===== config.mk =====
export PLATFORM = sky130hd
export DESIGN_NAME = psum_readout
export DESIGN_NICKNAME = d
export VERILOG_FILES = /design/src/rtl/psum_readout.sv
export SDC_FILE = /design/constraint.sdc
export NUM_CORES = 1
export LEC_CHECK = 0
export BUFFER_PORTS_ARGS = -buffer_cell sky130_fd_sc_hd__buf_2
export CAP_MARGIN = 0
export CORE_MARGIN = 5
export CORE_UTILIZATION = 60
export CTS_BUF_LIST = sky130_fd_sc_hd__clkbuf_8
export DETAILED_ROUTE_END_ITERATION = 10
export PLACE_DENSITY = 0.8
export REMOVE_ABC_BUFFERS = 1
export SLEW_MARGIN = 20
export SYNTH_ARGS = -nofsm -noshare
export SYNTH_HDL_FRONTEND = slang
export SYNTH_SLANG_ARGS = --single-unit

===== constraint.sdc =====
create_clock -name i_clk -period 13.2 [get_ports i_clk]
set_input_delay 1.98 -clock i_clk [delete_from_list [all_inputs] [get_ports i_clk]]
set_output_delay 1.98 -clock i_clk [all_outputs]
set_load 0.01 [all_outputs]

===== src/rtl/psum_readout.sv =====
// Drain-side consumer of a systolic column's partial-sum chain: rounding shift,
// signed saturation, a one-entry stage register and a small FIFO toward the output SRAM feeder.
module psum_readout #(
    parameter int OC_W  = 16,
    parameter int OUT_W = 8,
    parameter int Y     = 8,
    parameter int DEPTH = 4,
    parameter int SH_W  = 4
) (
    input  logic                   i_clk,
    input  logic                   i_rstn,
    input  logic [OC_W-1:0]        i_c,
    input  logic                   i_c_valid,
    input  logic [SH_W-1:0]        i_shift,
    input  logic                   i_clr_err,
    output logic                   o_stall,
    output logic [OUT_W-1:0]       o_data,
    output logic                   o_valid,
    input  logic                   i_ready,
    output logic                   o_last,
    output logic                   o_ovf,
    output logic                   o_drop
);

    localparam int AW    = $clog2(DEPTH);
    localparam int IDX_W = (Y > 1) ? $clog2(Y) : 1;

    localparam logic signed [OC_W:0]  SAT_MAX  = (OC_W+1)'((1 << (OUT_W-1)) - 1);
    localparam logic signed [OC_W:0]  SAT_MIN  = (OC_W+1)'(-(1 << (OUT_W-1)));
    localparam logic [IDX_W-1:0]      IDX_LAST = IDX_W'(Y - 1);
    localparam logic [AW:0]           STALL_TH = (AW+1)'(DEPTH - 1);

    // Registered state
    logic [OUT_W-1:0] stage_data_q, stage_data_d;
    logic             stage_last_q, stage_last_d;
    logic             stage_v_q,    stage_v_d;
    logic [IDX_W-1:0] idx_q,        idx_d;
    logic [AW:0]      wptr_q,       wptr_d;
    logic [AW:0]      rptr_q,       rptr_d;
    logic             ovf_q,        ovf_d;
    logic             drop_q,       drop_d;

    logic [OUT_W-1:0] mem_data_q [DEPTH];
    logic             mem_last_q [DEPTH];

    // Requantization datapath; one extra bit keeps c + 2^(s-1) from wrapping.
    logic signed [OC_W:0] sum_ext;
    logic signed [OC_W:0] rnd;
    logic signed [OC_W:0] shifted;
    logic                 sat_hi;
    logic                 sat_lo;
    logic [OUT_W-1:0]     req_data;

    // NOTE: every signal assigned in an always_comb gets a default first, so no path leaves it unassigned and no latch is inferred.
    always_comb begin
        sum_ext = {i_c[OC_W-1], i_c};
        rnd     = '0;
        if (i_shift != '0) begin
            rnd = (OC_W+1)'(1) << (i_shift - SH_W'(1));
        end
        shifted = (sum_ext + rnd) >>> i_shift;
        sat_hi  = shifted > SAT_MAX;
        sat_lo  = shifted < SAT_MIN;
        if (sat_hi) begin
            req_data = SAT_MAX[OUT_W-1:0];
        end else if (sat_lo) begin
            req_data = SAT_MIN[OUT_W-1:0];
        end else begin
            req_data = shifted[OUT_W-1:0];
        end
    end

    logic        fifo_empty;
    logic        fifo_full;
    logic [AW:0] fifo_count;
    logic [AW:0] occupancy;
    logic        pop;
    logic        push;
    logic        load;

    always_comb begin
        fifo_empty = (wptr_q == rptr_q);
        fifo_full  = (wptr_q[AW] != rptr_q[AW]) && (wptr_q[AW-1:0] == rptr_q[AW-1:0]);
        fifo_count = wptr_q - rptr_q;
        occupancy  = fifo_count + (AW+1)'(stage_v_q);
        pop        = !fifo_empty && i_ready;
        // A pop frees a slot in the same cycle, so a full FIFO still accepts the stage.
        push       = stage_v_q && (!fifo_full || pop);
        load       = i_c_valid && (!stage_v_q || push);
    end

    always_comb begin
        stage_v_d    = stage_v_q;
        stage_data_d = stage_data_q;
        stage_last_d = stage_last_q;
        idx_d        = idx_q;
        if (push) begin
            stage_v_d = 1'b0;
        end
        if (load) begin
            stage_v_d    = 1'b1;
            stage_data_d = req_data;
            stage_last_d = (idx_q == IDX_LAST);
            idx_d        = (idx_q == IDX_LAST) ? '0 : idx_q + IDX_W'(1);
        end
        wptr_d = wptr_q + (AW+1)'(push);
        rptr_d = rptr_q + (AW+1)'(pop);
        // Sticky flags: a new event in the clearing cycle wins over the clear.
        ovf_d  = (ovf_q  && !i_clr_err) || (load && (sat_hi || sat_lo));
        drop_d = (drop_q && !i_clr_err) || (i_c_valid && !load);
    end

    // NOTE: sequential state uses non-blocking assignments so every flop samples pre-edge values regardless of statement order.
    always_ff @(posedge i_clk) begin
        if (!i_rstn) begin
            stage_v_q    <= 1'b0;
            stage_data_q <= '0;
            stage_last_q <= 1'b0;
            idx_q        <= '0;
            wptr_q       <= '0;
            rptr_q       <= '0;
            ovf_q        <= 1'b0;
            drop_q       <= 1'b0;
        end else begin
            stage_v_q    <= stage_v_d;
            stage_data_q <= stage_data_d;
            stage_last_q <= stage_last_d;
            idx_q        <= idx_d;
            wptr_q       <= wptr_d;
            rptr_q       <= rptr_d;
            ovf_q        <= ovf_d;
            drop_q       <= drop_d;
        end
    end

    // NOTE: the storage array is not reset; emptiness comes from the pointers and the head is gated to zero while empty.
    always_ff @(posedge i_clk) begin
        if (push) begin
            mem_data_q[wptr_q[AW-1:0]] <= stage_data_q;
            mem_last_q[wptr_q[AW-1:0]] <= stage_last_q;
        end
    end

    always_comb begin
        o_valid = !fifo_empty;
        o_data  = fifo_empty ? '0   : mem_data_q[rptr_q[AW-1:0]];
        o_last  = fifo_empty ? 1'b0 : mem_last_q[rptr_q[AW-1:0]];
        o_stall = occupancy >= STALL_TH;
        o_ovf   = ovf_q;
        o_drop  = drop_q;
    end

endmodule


==> impl_results.md, run 1 <==
- WP data required: 13.39 ns
- WL/cell: between 15 and 20 um
- Core Area: 6830 sq um
- Max-Cap Viols: 0
- RR Endpoint: o_ovf
- RePlAce Congestion: slightly below 1
- Hold wc startpoint: idx_q[1]
- Min Tclk post-route: 6.38 ns
- Yosys top cell area share: about a quarter
- Critical-path cell list: buf_2 > inv_1 > nand2_1 > nor2_1 > ha_1 > a21oi_2 > o221ai_1 > a31oi_1 > nand2_1 > xor2_1 > a211oi_1 > mux2_2 > a41o_1 > a21oi_1 > nor2_1 > a21oi_1
- Reg clk slew, reported paths: around 0.06 ns
- Pre-Repair DR Iteration Count: 6
- Final period util: between 40 and 50%
- IO buf count: 37
- Die Height: around 94 um
- Pre-CTS setup slack: approximately 6.6 ns
- Slew margin rel.: a little over two fifths
- Share of cells above drive strength 1: between 10% and 20%
- WHS Path Cells: 2
- RSZ-0062 raised after global routing: false
- Reg area: between 1500 and 2000 sq um
- Nets: around 520
- Pwr per Cell Area: about 100 nW/um^2
- Largest net degree at the start of global routing: 30
- Fill count: between 500 and 600
- First-pass GRT wire length: between 15,000 and 20,000 um
- Register-to-Register Path Depth: 6
- Clock latency on the worst-skew pair: between 0.3 and 0.4 ns
- Most used flip-flop cell after synthesis: edfxtp_1
- Post-synth top area cell: edfxtp_1
- Top post-synthesis cells by area: edfxtp_1 (26%), dfxtp_1 (9.9%), ha_1 (7.4%)
- Status: completed
- Drc violations: 0
- Post-DP HPWL: between 7000 and 8000 um
- Crit. Startpoint: i_shift[0]
- Cell variety after synth: 81
- TNS Setup: 0 ns
- Cells after DPL: around 550
- Post-Syn Area: ~4200 sq um
- Post-route ant nets: 0
- CP delay by family, top: compound AO/OA/AOI/OAI gates
- Reg2reg start: rptr_q[0]
- 1st-iter DRT viols: 462
- Vias per inst: roughly 6.3
- Setup Skew: ~0.007 ns
- Rows: 30
- Biggest cell delay along the critical path: ~0.7 ns
- Final-report hold violation count: 0
- Setup CP Type: input port to register
- CTS buffer count: 9
- Root Driver: clkbuf_8
- Worst-Margin Slew: about 0.85 ns
- Ys async rst share: 0%
- Post_cts resized: 0
- Post-Syn Area per Cell: between 9 and 10 sq um
- Crit path max fanout: 29
- Post-synthesis adder-cell area fraction: ~8.3%
- Hold Path Class: register to register
- Antenna diodes: 0
- Largest family of logic cells by synthesized area: compound AO/OA/AOI/OAI gates
- Bufs on Longest Clock Path: 2
- Simple-gate share of the synthesized area: between 10% and 20%
- WP buf/inv: 2
- Multi-input logic area: about 2600 sq um
- Final WL: a little under 10,000 um
- F_max: roughly 0.16 GHz
- Area delta synth->final: 8.96%
- #FFs+latches synth: 57
- Post-Synth XOR/XNOR Area: ~3.7%
- YS warnings: 0
- Die area: around 9000 sq um
- Post-synth EDFFs: 36
- Synth Area in Compound Gates: 23.3%
- Vias: ~3,500
- Initial antenna violation count: 0
- CP arrival: between 6 and 7 ns
- Total GRT Usage: 23.0%
- Vias in the first global route: 3,282
- Gate Count Post-Synth: ~440
- Fin. max-slew vios: 0
- IO Pins: 38
- H-tree depth: 3
- Crit path max-delay cell type: a211oi_1
- Leakage: ~1.9 nW
- Non-filler cells, final: around 560
- TritonCTS sink count: 57
- Post CTS Setup Buffer Count: 0
- Overflow after GRT: 0
- Hold Path End: idx_q[1]
- Hold_buf cts: 0
- Worst setup margin: 6.82 ns
- Max IR drop VDD: 0.0000778 V
- Die Wd: 94.0 um
- Final setup fails: 0
- CTS tree: yes
- Register area share after synthesis: 35.5%
- FF-to-FF setup slack: between 10 and 15 ns
- Initial Util: between 60% and 70%
- CP endpoint kind: register
- Startpoint Class: input port
- Mux contribution to synthesized area: 8.60%
how the worst max path moves through the flow:
stage | to | slack (ns) | depth (start not counted)
6_report | stage_data_q[1] | 6.82 | 16
5_1_grt | stage_data_q[4] | 6.47 | 17
4_1_cts | stage_data_q[4] | 6.90 | 17
3_5_place_dp | stage_data_q[4] | 6.56 | 17
3_3_place_gp | stage_data_q[6] | 6.66 | 16
2_1_floorplan | stage_data_q[4] | 7.60 | 16
layout by cell type (no fill, tap or decap), types with 11 or more instances in the layout:
cell type / instances
nand2_1: 40
nor2_1: 40
buf_2: 37
edfxtp_1: 36
ha_1: 25
a21oi_1: 23
dfxtp_1: 21
o21ai_0: 20
a211oi_1: 20
nor2b_1: 17
inv_1: 12
and2_1: 11
registers in the layout, indices dropped and copies added (netlist names):
name,count
mem_data_q,32
stage_data_q,8
mem_last_q,4
idx_q,3
rptr_q,3
wptr_q,3
o_drop,1
o_ovf,1
stage_last_q,1
stage_v_q,1
per-stage QoR:
step	power, W	utilization (%)	area (sq um)	hold slack (ns)
2_1_floorplan	0.000301	-	4120	0.445
3_3_place_gp	0.000339	64.9	4430	0.452
3_5_place_dp	0.000342	64.9	4430	0.462
4_1_cts	0.000485	67.5	4610	0.470
5_1_grt	0.000511	67.5	4610	0.508
6_report	0.000484	67.5	4610	0.468
power breakdown:
part	internal, W	switching [W]
logic	0.0000568	0.0000766
registers	0.000198	0.00000919
clock network	0.0000830	0.0000602
worst register-to-register path, delay by kind of cell (launching register included):
| kind | cells | cell delay (ns) |
|---|---|---|
| compound gates | 2 | 0.53 |
| flops | 1 | 0.77 |
| fa+ha+maj | 1 | 0.39 |
| simple gates | 3 | 0.80 |
synthesized netlist by cell type, drive strengths merged, types with 4 or more instances:
library cell  count
mux4              9
nand2            40
and3              4
o211ai           10
xor2              9
a211o             6
a211oi           21
and2             12
mux2i             9
a21o              7
ha               25
dfxtp            21
a21oi            26
a31oi             5
nor2b            17
nand2b            6
nor2             40
xnor2             8
o21ai            23
edfxtp           36
mux2              6
a21boi            5
nor4              4
clkbuf           14
buf              10
inv              11
logic make-up after synthesis:
| logic type | count (synthesis) |
|---|---|
| AO/OA/AOI/OAI | 136 |
| XOR/XNOR | 17 |
| adder cells (fa/ha/maj) | 27 |
| buffers and inverters | 35 |
| flip-flops | 57 |
| multiplexers | 24 |
| other | 1 |
| AND/OR/NAND/NOR | 141 |
area by class of cell:
type	instances	share of cell area [%]
inverters	11	0.896
repair buffers	38	4.18
clock inverters	7	1.14
well taps	96	2.61
multi-input cells	346	55.9
clock buffers	9	2.69
flip-flops and latches	57	32.6
routing by layer:
layer / GRT usage, % / up-vias / routed length, um
met2: 34.8 / 145 / 4500
li1: - / 1708 / -
met5: 0 / - / 0
met3: 4.89 / 12 / 548
met1: 33.9 / 1683 / 4580
met4: 5.17 / 0 / 76
(Power assumes the default switching activity.)
==> inputs of run 2 (changes only) <==
clock period = 6.46 ns   (was 13.2 ns; I/O delays follow)
==> impl_results.md, run 2 (synthesized netlist as in run 1, its figures left out) <==
- Hold Path End: idx_q[1]
- Design area: 4600 sq um (-0.30%)
- H-tree depth: 3 (unchanged)
- RR Endpoint: mem_data_q[1][0]
- Antenna diodes: 0 (unchanged)
- Initial antenna violation count: 0 (unchanged)
- Int Power: 0.000663 W (+96%)
- Largest register FFs: 32 (unchanged)
- IO buf count: 37 (unchanged)
- Post_cts resized: 0 (unchanged)
- Post-route ant nets: 0 (unchanged)
- Core Area: 6830 sq um (unchanged)
- Clock latency on the worst-skew pair: 0.33 ns (about the same)
- WHS Path Cells: 2 (unchanged)
- Largest net degree at the start of global routing: 30 (unchanged)
- IO Pins: 38 (unchanged)
- Power share of the clock group: 28.1% (-1.5 points)
- Slew margin rel.: 38.6% (-4.4 points)
- Status: completed
- Vias: 3,528 (-0.56%)
- Max-Cap Viols: 0 (unchanged)
- Nets: 515 (unchanged)
- Reg2reg start: rptr_q[0]
- Combinational Power Share: 28.1% (+0.5 points)
- CP arrival: 5.60 ns (-0.97 ns)
- Hold Path Class: register to register
- Fin. max-slew vios: 0 (unchanged)
- Sw frac: 31.4% (+1.2 points)
- RSZ-0062 raised after global routing: false
- TNS Setup: 0 ns (unchanged)
- Post-DP HPWL: 7300 um (about the same)
- Vias per inst: 6.26 (-0.56%)
- Drc violations: 0 (unchanged)
- Final period util: slightly above 80%
- Initial Util: 61.9% (unchanged)
- Post CTS Setup Buffer Count: 0 (unchanged)
- Pre-Repair DR Iteration Count: 6 (unchanged)
- Rows: 30 (unchanged)
- Overflow after GRT: 0 (unchanged)
- Commonest cells after routing, fill and taps aside: nand2_1 (40), nor2_1 (40), buf_2 (37)
- Tot Pwr: 0.000966 W (+100%)
- Post-Place Cell Area: 4430 sq um (unchanged)
- 1st-iter DRT viols: 409 (-11%)
- Worst-Margin Slew: 0.917 ns (+0.0650 ns)
- CTS buffer count: 9 (unchanged)
- Pwr per Cell Area: 210 nW/um^2 (+100%)
- RePlAce Congestion: 0.979 (unchanged)
- TritonCTS sink count: 57 (unchanged)
- Die area: 8830 sq um (unchanged)
- Worst hold slack: 0.468 ns (-0.000102 ns)
- Die Wd: 94.0 um (unchanged)
- Setup Skew: 0.00763 ns (+0.000592 ns)
- Area delta synth->final: 8.63%
- P_sw: 0.000303 W (+110%)
- Leakage: 1.88 nW (-0.12%)
- F_max: between 0.15 and 0.2 GHz
- WP data required: 6.73 ns (-6.66 ns)
- Hold wc startpoint: idx_q[1]
- Max IR drop VDD: 0.000117 V (+50%)
- WL/cell: 17.2 um (about the same)
- Final setup fails: 0 (unchanged)
- Final WL: 9710 um (about the same)
- Final-report hold violation count: 0 (unchanged)
- CTS tree: yes
- FF-to-FF setup slack: 3.86 ns (-6.78 ns)
- Root Driver: clkbuf_8
- Total GRT Usage: 23.5% (+0.48 points)
- First-pass GRT wire length: 16,300 um (+1.8%)
- Hold_buf cts: 0 (unchanged)
- Bufs on Longest Clock Path: 2 (unchanged)
- CP endpoint kind: register
- Crit path max fanout: 25 (-14%)
- Die Height: 94.0 um (unchanged)
- Share of cells above drive strength 1: 17.3% (+0.43 points)
- Vias in the first global route: 3,297 (+0.46%)
- Part of the power in registers: 43.8% (+1.0 points)
- Startpoint Class: input port
- Register-to-Register Path Depth: 5 (-1)
- Min Tclk post-route: roughly 5.3 ns
- Setup CP Type: input port to register
- Reg clk slew, reported paths: 0.06 ns (about the same)
- Final core occ: 67.3% (-0.20 points)
## run 2: cell count changes in the layout (fill, tap and decap cells not counted)
cell,change
clkinv_2,+2
clkinv_1,-2
bufinv_16,-1
clkbuf_8,+1
## run 2: area by class of cell
| class | count | area, sq um |
|---|---|---|
| Multi-Input combinational cell | 346 | 2580 |
| Fill cell | 574 | 2230 |
| Sequential cell | 57 | 1500 |
| Timing Repair Buffer | 38 | 193 |
| Clock buffer | 10 | 138 |
| Tap cell | 96 | 120 |
| Inverter | 11 | 41.3 |
| Clock inverter | 6 | 25.0 |
## run 2: power by group through the flow
stage | logic, W | registers (W) | clock network, W
floorplan | 0.000190 | 0.000425 | 0
global placement | 0.000262 | 0.000430 | 0
detailed placement | 0.000268 | 0.000431 | 0
CTS | 0.000269 | 0.000424 | 0.000276
global route | 0.000301 | 0.000426 | 0.000295
finish | 0.000271 | 0.000424 | 0.000271
## run 2: stage by stage
step | worst slack, ns | std cells
4_1_cts | 1.20 | 564
3_5_place_dp | 0.857 | 548
6_report | 1.13 | 564
3_3_place_gp | 0.931 | 548
2_1_floorplan | 1.87 | 414
5_1_grt | 0.697 | 564
## run 2: worst max path at each step
| stage | from | cells after the start | to |
|---|---|---|---|
| after floorplan | i_shift[2] | 16 | stage_data_q[4] |
| after global placement | i_shift[0] | 16 | stage_data_q[6] |
| after detailed placement | i_shift[1] | 17 | stage_data_q[4] |
| after CTS | i_shift[1] | 17 | stage_data_q[4] |
| after global routing | i_shift[0] | 16 | stage_data_q[1] |
| final | i_shift[2] | 17 | stage_data_q[4] |
## run 2: layer usage
layer,up-vias,track usage (%),routed length [um]
met5,-,0,0
met1,1645,33.2,4400
met4,0,6.26,119
li1,1715,-,-
met3,16,5.93,718
met2,152,35.9,4470
## run 2: critical path: stages
cell,delay [ns]
buf_2,0.34
inv_1,0.33
nand2_1,0.25
nor2_1,0.07
ha_1,0.22
fa_1,0.43
a211oi_2,0.32
o211ai_2,0.18
a21oi_2,0.21
mux2_2,0.36
nor4_1,0.44
a21oi_1,0.15
o31a_1,0.34
nor4_4,0.23
a31oi_2,0.20
or3_1,0.42
a21oi_2,0.13
==> inputs of run 3 (changes only) <==
ABC_AREA = 1   (was unset)
CORE_UTILIZATION = 56   (was 60)
PLACE_DENSITY = 0.79   (was 0.8)
clock period = 4.35 ns   (was 6.46 ns; I/O delays follow)
==> impl_results.md, run 3 <==
- Crit path max fanout: 16 (-36%)
- Pwr per Cell Area: 317 nW/um^2 (+51%)
- IO buf count: 37 (unchanged)
- Worst-Margin Slew: 0.867 ns (-0.0501 ns)
- Hold_buf cts: 0 (unchanged)
- Setup CP Type: input port to register
- Drc violations: 0 (unchanged)
- WL/cell: 13.3 um (-23%)
- First-pass GRT wire length: 17,300 um (+6.1%)
- 1st-iter DRT viols: 268 (-34%)
- Die Height: 96.7 um (+2.9%)
- Nets: 706 (+37%)
- Initial antenna violation count: 0 (unchanged)
- Startpoint Class: input port
- #FFs+latches synth: 57 (unchanged)
- Status: completed
- Vias: 4,045 (+15%)
- Top post-synthesis cells by area: edfxtp_1 (26%), nand2_1 (15%), dfxtp_1 (10%)
- Final-report hold violation count: 0 (unchanged)
- Gate Count Post-Synth: 614 (+40%)
- Worst setup margin: 0.716 ns (-0.411 ns)
- Post_cts resized: 0 (unchanged)
- Share of cells above drive strength 1: 11.4% (-5.9 points)
- F_max: between 0.2 and 0.3 GHz
- Commonest cells after routing, fill and taps aside: nand2_1 (171), nor2_1 (80), inv_1 (70)
- RSZ-0062 raised after global routing: false
- TritonCTS sink count: 57 (unchanged)
- Critical-path cell list: buf_2 > clkinv_1 > nor2_1 > inv_1 > nor2_1 > ha_1 > fa_1 > nand2_1 > nand2_1 > nand3_1 > nand2_1 > nand2_1 > nand3_1 > nand3_2 > nand3_1 > nand2_1 > nand2_1 > nand2_1 > nand2_1 > nand2_1 > nor2_1 > nand3_1 > a21oi_4 > a21oi_1
- Post-Syn Area: 4210 sq um (-0.56%)
- Crit path depth: 24 (+7)
- Mux contribution to synthesized area: 0% (-8.6 points)
- Antenna diodes: 0 (unchanged)
- Metal3 WL: 489 um (-32%)
- Min Tclk post-route: between 3 and 4 ns
- Post CTS Setup Buffer Count: 0 (unchanged)
- Pre-Repair DR Iteration Count: 5 (-1)
- Simple-gate share of the synthesized area: 34.6% (+18 points)
- Initial Util: 57.7% (-4.2 points)
- Post-route ant nets: 0 (unchanged)
- Biggest cell delay along the critical path: 0.25 ns (-0.19 ns)
- CP delay by family, top: simple AND/OR/NAND/NOR gates
- Largest family of logic cells by synthesized area: simple AND/OR/NAND/NOR gates
- Crit path max-delay cell type: a21oi_4
- Total GRT Usage: 21.9% (-1.6 points)
- Crit. Startpoint: i_shift[0]
- WHS Path Cells: 2 (unchanged)
- Post-DP HPWL: 7770 um (+6.4%)
- Cell variety after synth: 35 (-57%)
- Final setup fails: 0 (unchanged)
- Yosys top cell area share: 25.7% (+0.14 points)
- Bufs on Longest Clock Path: 2 (unchanged)
- Setup Skew: 0.00781 ns (+0.000172 ns)
- Post-Syn Area per Cell: 6.85 sq um (-29%)
- Post-synth EDFFs: 36 (unchanged)
- Reg clk slew, reported paths: 0.06 ns (about the same)
- Post-synth top area cell: edfxtp_1
- Leakage: 2.35 nW (+25%)
- Final period util: between 80% and 90%
- Root Driver: clkbuf_8
- Vias per inst: 5.34 (-15%)
- Rows: 31 (+3.3%)
- Core Area: 7290 sq um (+6.7%)
- CTS tree: yes
- Largest net degree at the start of global routing: 22 (-27%)
- Post-synthesis adder-cell area fraction: 8.39% (+0.047 points)
- Ys async rst share: 0% (unchanged)
- CP endpoint kind: register
- Register area share after synthesis: 35.7% (+0.20 points)
- Fill count: 676 (+18%)
- Register-to-Register Path Depth: 10 (+5)
- Largest register FFs: 32 (unchanged)
- IO Pins: 38 (unchanged)
- Hold Path Class: register to register
- WP data required: 4.56 ns (-2.17 ns)
- Most frequent cell after synthesis: nand2_1
- CTS buffer count: 9 (unchanged)
- Post-synth top cells: nand2_1 (171), nor2_1 (80), inv_1 (70), nand3_1 (66), o21ai_0 (38)
- Synth Area in Compound Gates: 10.7% (-13 points)
- YS warnings: 0 (unchanged)
- Most used flip-flop cell after synthesis: edfxtp_1
- Vias in the first global route: 3,943 (+20%)
- Slew margin rel.: 42.0% (+3.4 points)
- M1 WL: 4540 um (+3.1%)
- CP Capture Point: stage_data_q[5]
- Die area: 9350 sq um (+5.8%)
- Reg2reg start: rptr_q[1]
- CP arrival: 3.85 ns (-1.75 ns)
- Die Wd: 96.7 um (+2.9%)
- DR WL met2: 4940 um (+10%)
- H-tree depth: 3 (unchanged)
- Overflow after GRT: 0 (unchanged)
- Area delta synth->final: 11.9%
- Critical path's most frequent cell: nand2_1
- FF-to-FF setup slack: 1.80 ns (-2.06 ns)
- Fin. max-slew vios: 0 (unchanged)
- TNS Setup: 0 ns (unchanged)
- Most common cell after layout, fill and taps aside: nand2_1
- Top Layer Used: met4
- RePlAce Congestion: 0.936 (-4.4%)
- Max IR drop VDD: 0.000123 V (+5.6%)
- Post-Synth XOR/XNOR Area: 2.29% (-1.4 points)
- Pre-CTS setup slack: 0.478 ns (-0.380 ns)
- Clock latency on the worst-skew pair: 0.33 ns (about the same)
- Final WL: 10,100 um (+3.6%)
- WP buf/inv: 3 (+1)
- Max-Cap Viols: 0 (unchanged)
- RR Endpoint: rptr_q[2]
## run 3: layout make-up
class	count	area, sq um	area share [%]
Multi-Input combinational cell	465	2360	50.1
Sequential cell	57	1500	31.9
Inverter	76	285	6.06
Timing Repair Buffer	45	245	5.21
Clock buffer	9	124	2.63
Tap cell	99	124	2.63
Clock inverter	7	71.3	1.51
## run 3: worst reg2reg max path, cell delays in order (launching register included)
cell     delay (ns)
dfxtp_1        0.31
buf_4          0.19
inv_2          0.13
ha_1           0.35
nand2_1        0.09
nor2_1         0.68
nor2_1         0.09
ha_1           0.21
ha_1           0.20
xnor2_1        0.14
nor2_1         0.05
## run 3: per-layer routing
layer / vias up / global-route usage (%)
li1: 2092 / -
met4: 0 / 6.59
met5: - / 0
met2: 113 / 38.7
met1: 1832 / 27.2
met3: 8 / 3.67
## run 3: power by group
| part | switching [W] | internal (W) |
|---|---|---|
| Clock | 0.000216 | 0.000263 |
| Combinational | 0.000260 | 0.000139 |
| Sequential | 0.0000159 | 0.000601 |
## run 3: cells by family after synthesis
family	Yosys count
simple gates	345
flops	57
xor+xnor	11
buf+inv	92
compound gates	81
fa+ha+maj	27
other cells	1
## run 3: per-stage QoR
stage / utilization [%] / cell area, sq um / std cells / total power (W) / hold slack (ns)
floorplan: - / 4150 / 598 / 0.000894 / 0.455
global placement: 61.9 / 4510 / 742 / 0.00101 / 0.448
detailed placement: 61.9 / 4510 / 742 / 0.00102 / 0.476
CTS: 64.6 / 4710 / 758 / 0.00150 / 0.488
global route: 64.6 / 4710 / 758 / 0.00159 / 0.504
finish: 64.6 / 4710 / 758 / 0.00149 / 0.487
## run 3: worst min-delay path by stage
stage / slack, ns / start / end
4_1_cts: 0.49 / o_ovf / o_ovf
3_3_place_gp: 0.45 / o_drop / o_drop
5_1_grt: 0.50 / o_drop / o_drop
3_5_place_dp: 0.48 / o_ovf / o_ovf
2_1_floorplan: 0.45 / stage_data_q[0] / mem_data_q[0][0]
6_report: 0.49 / o_ovf / o_ovf
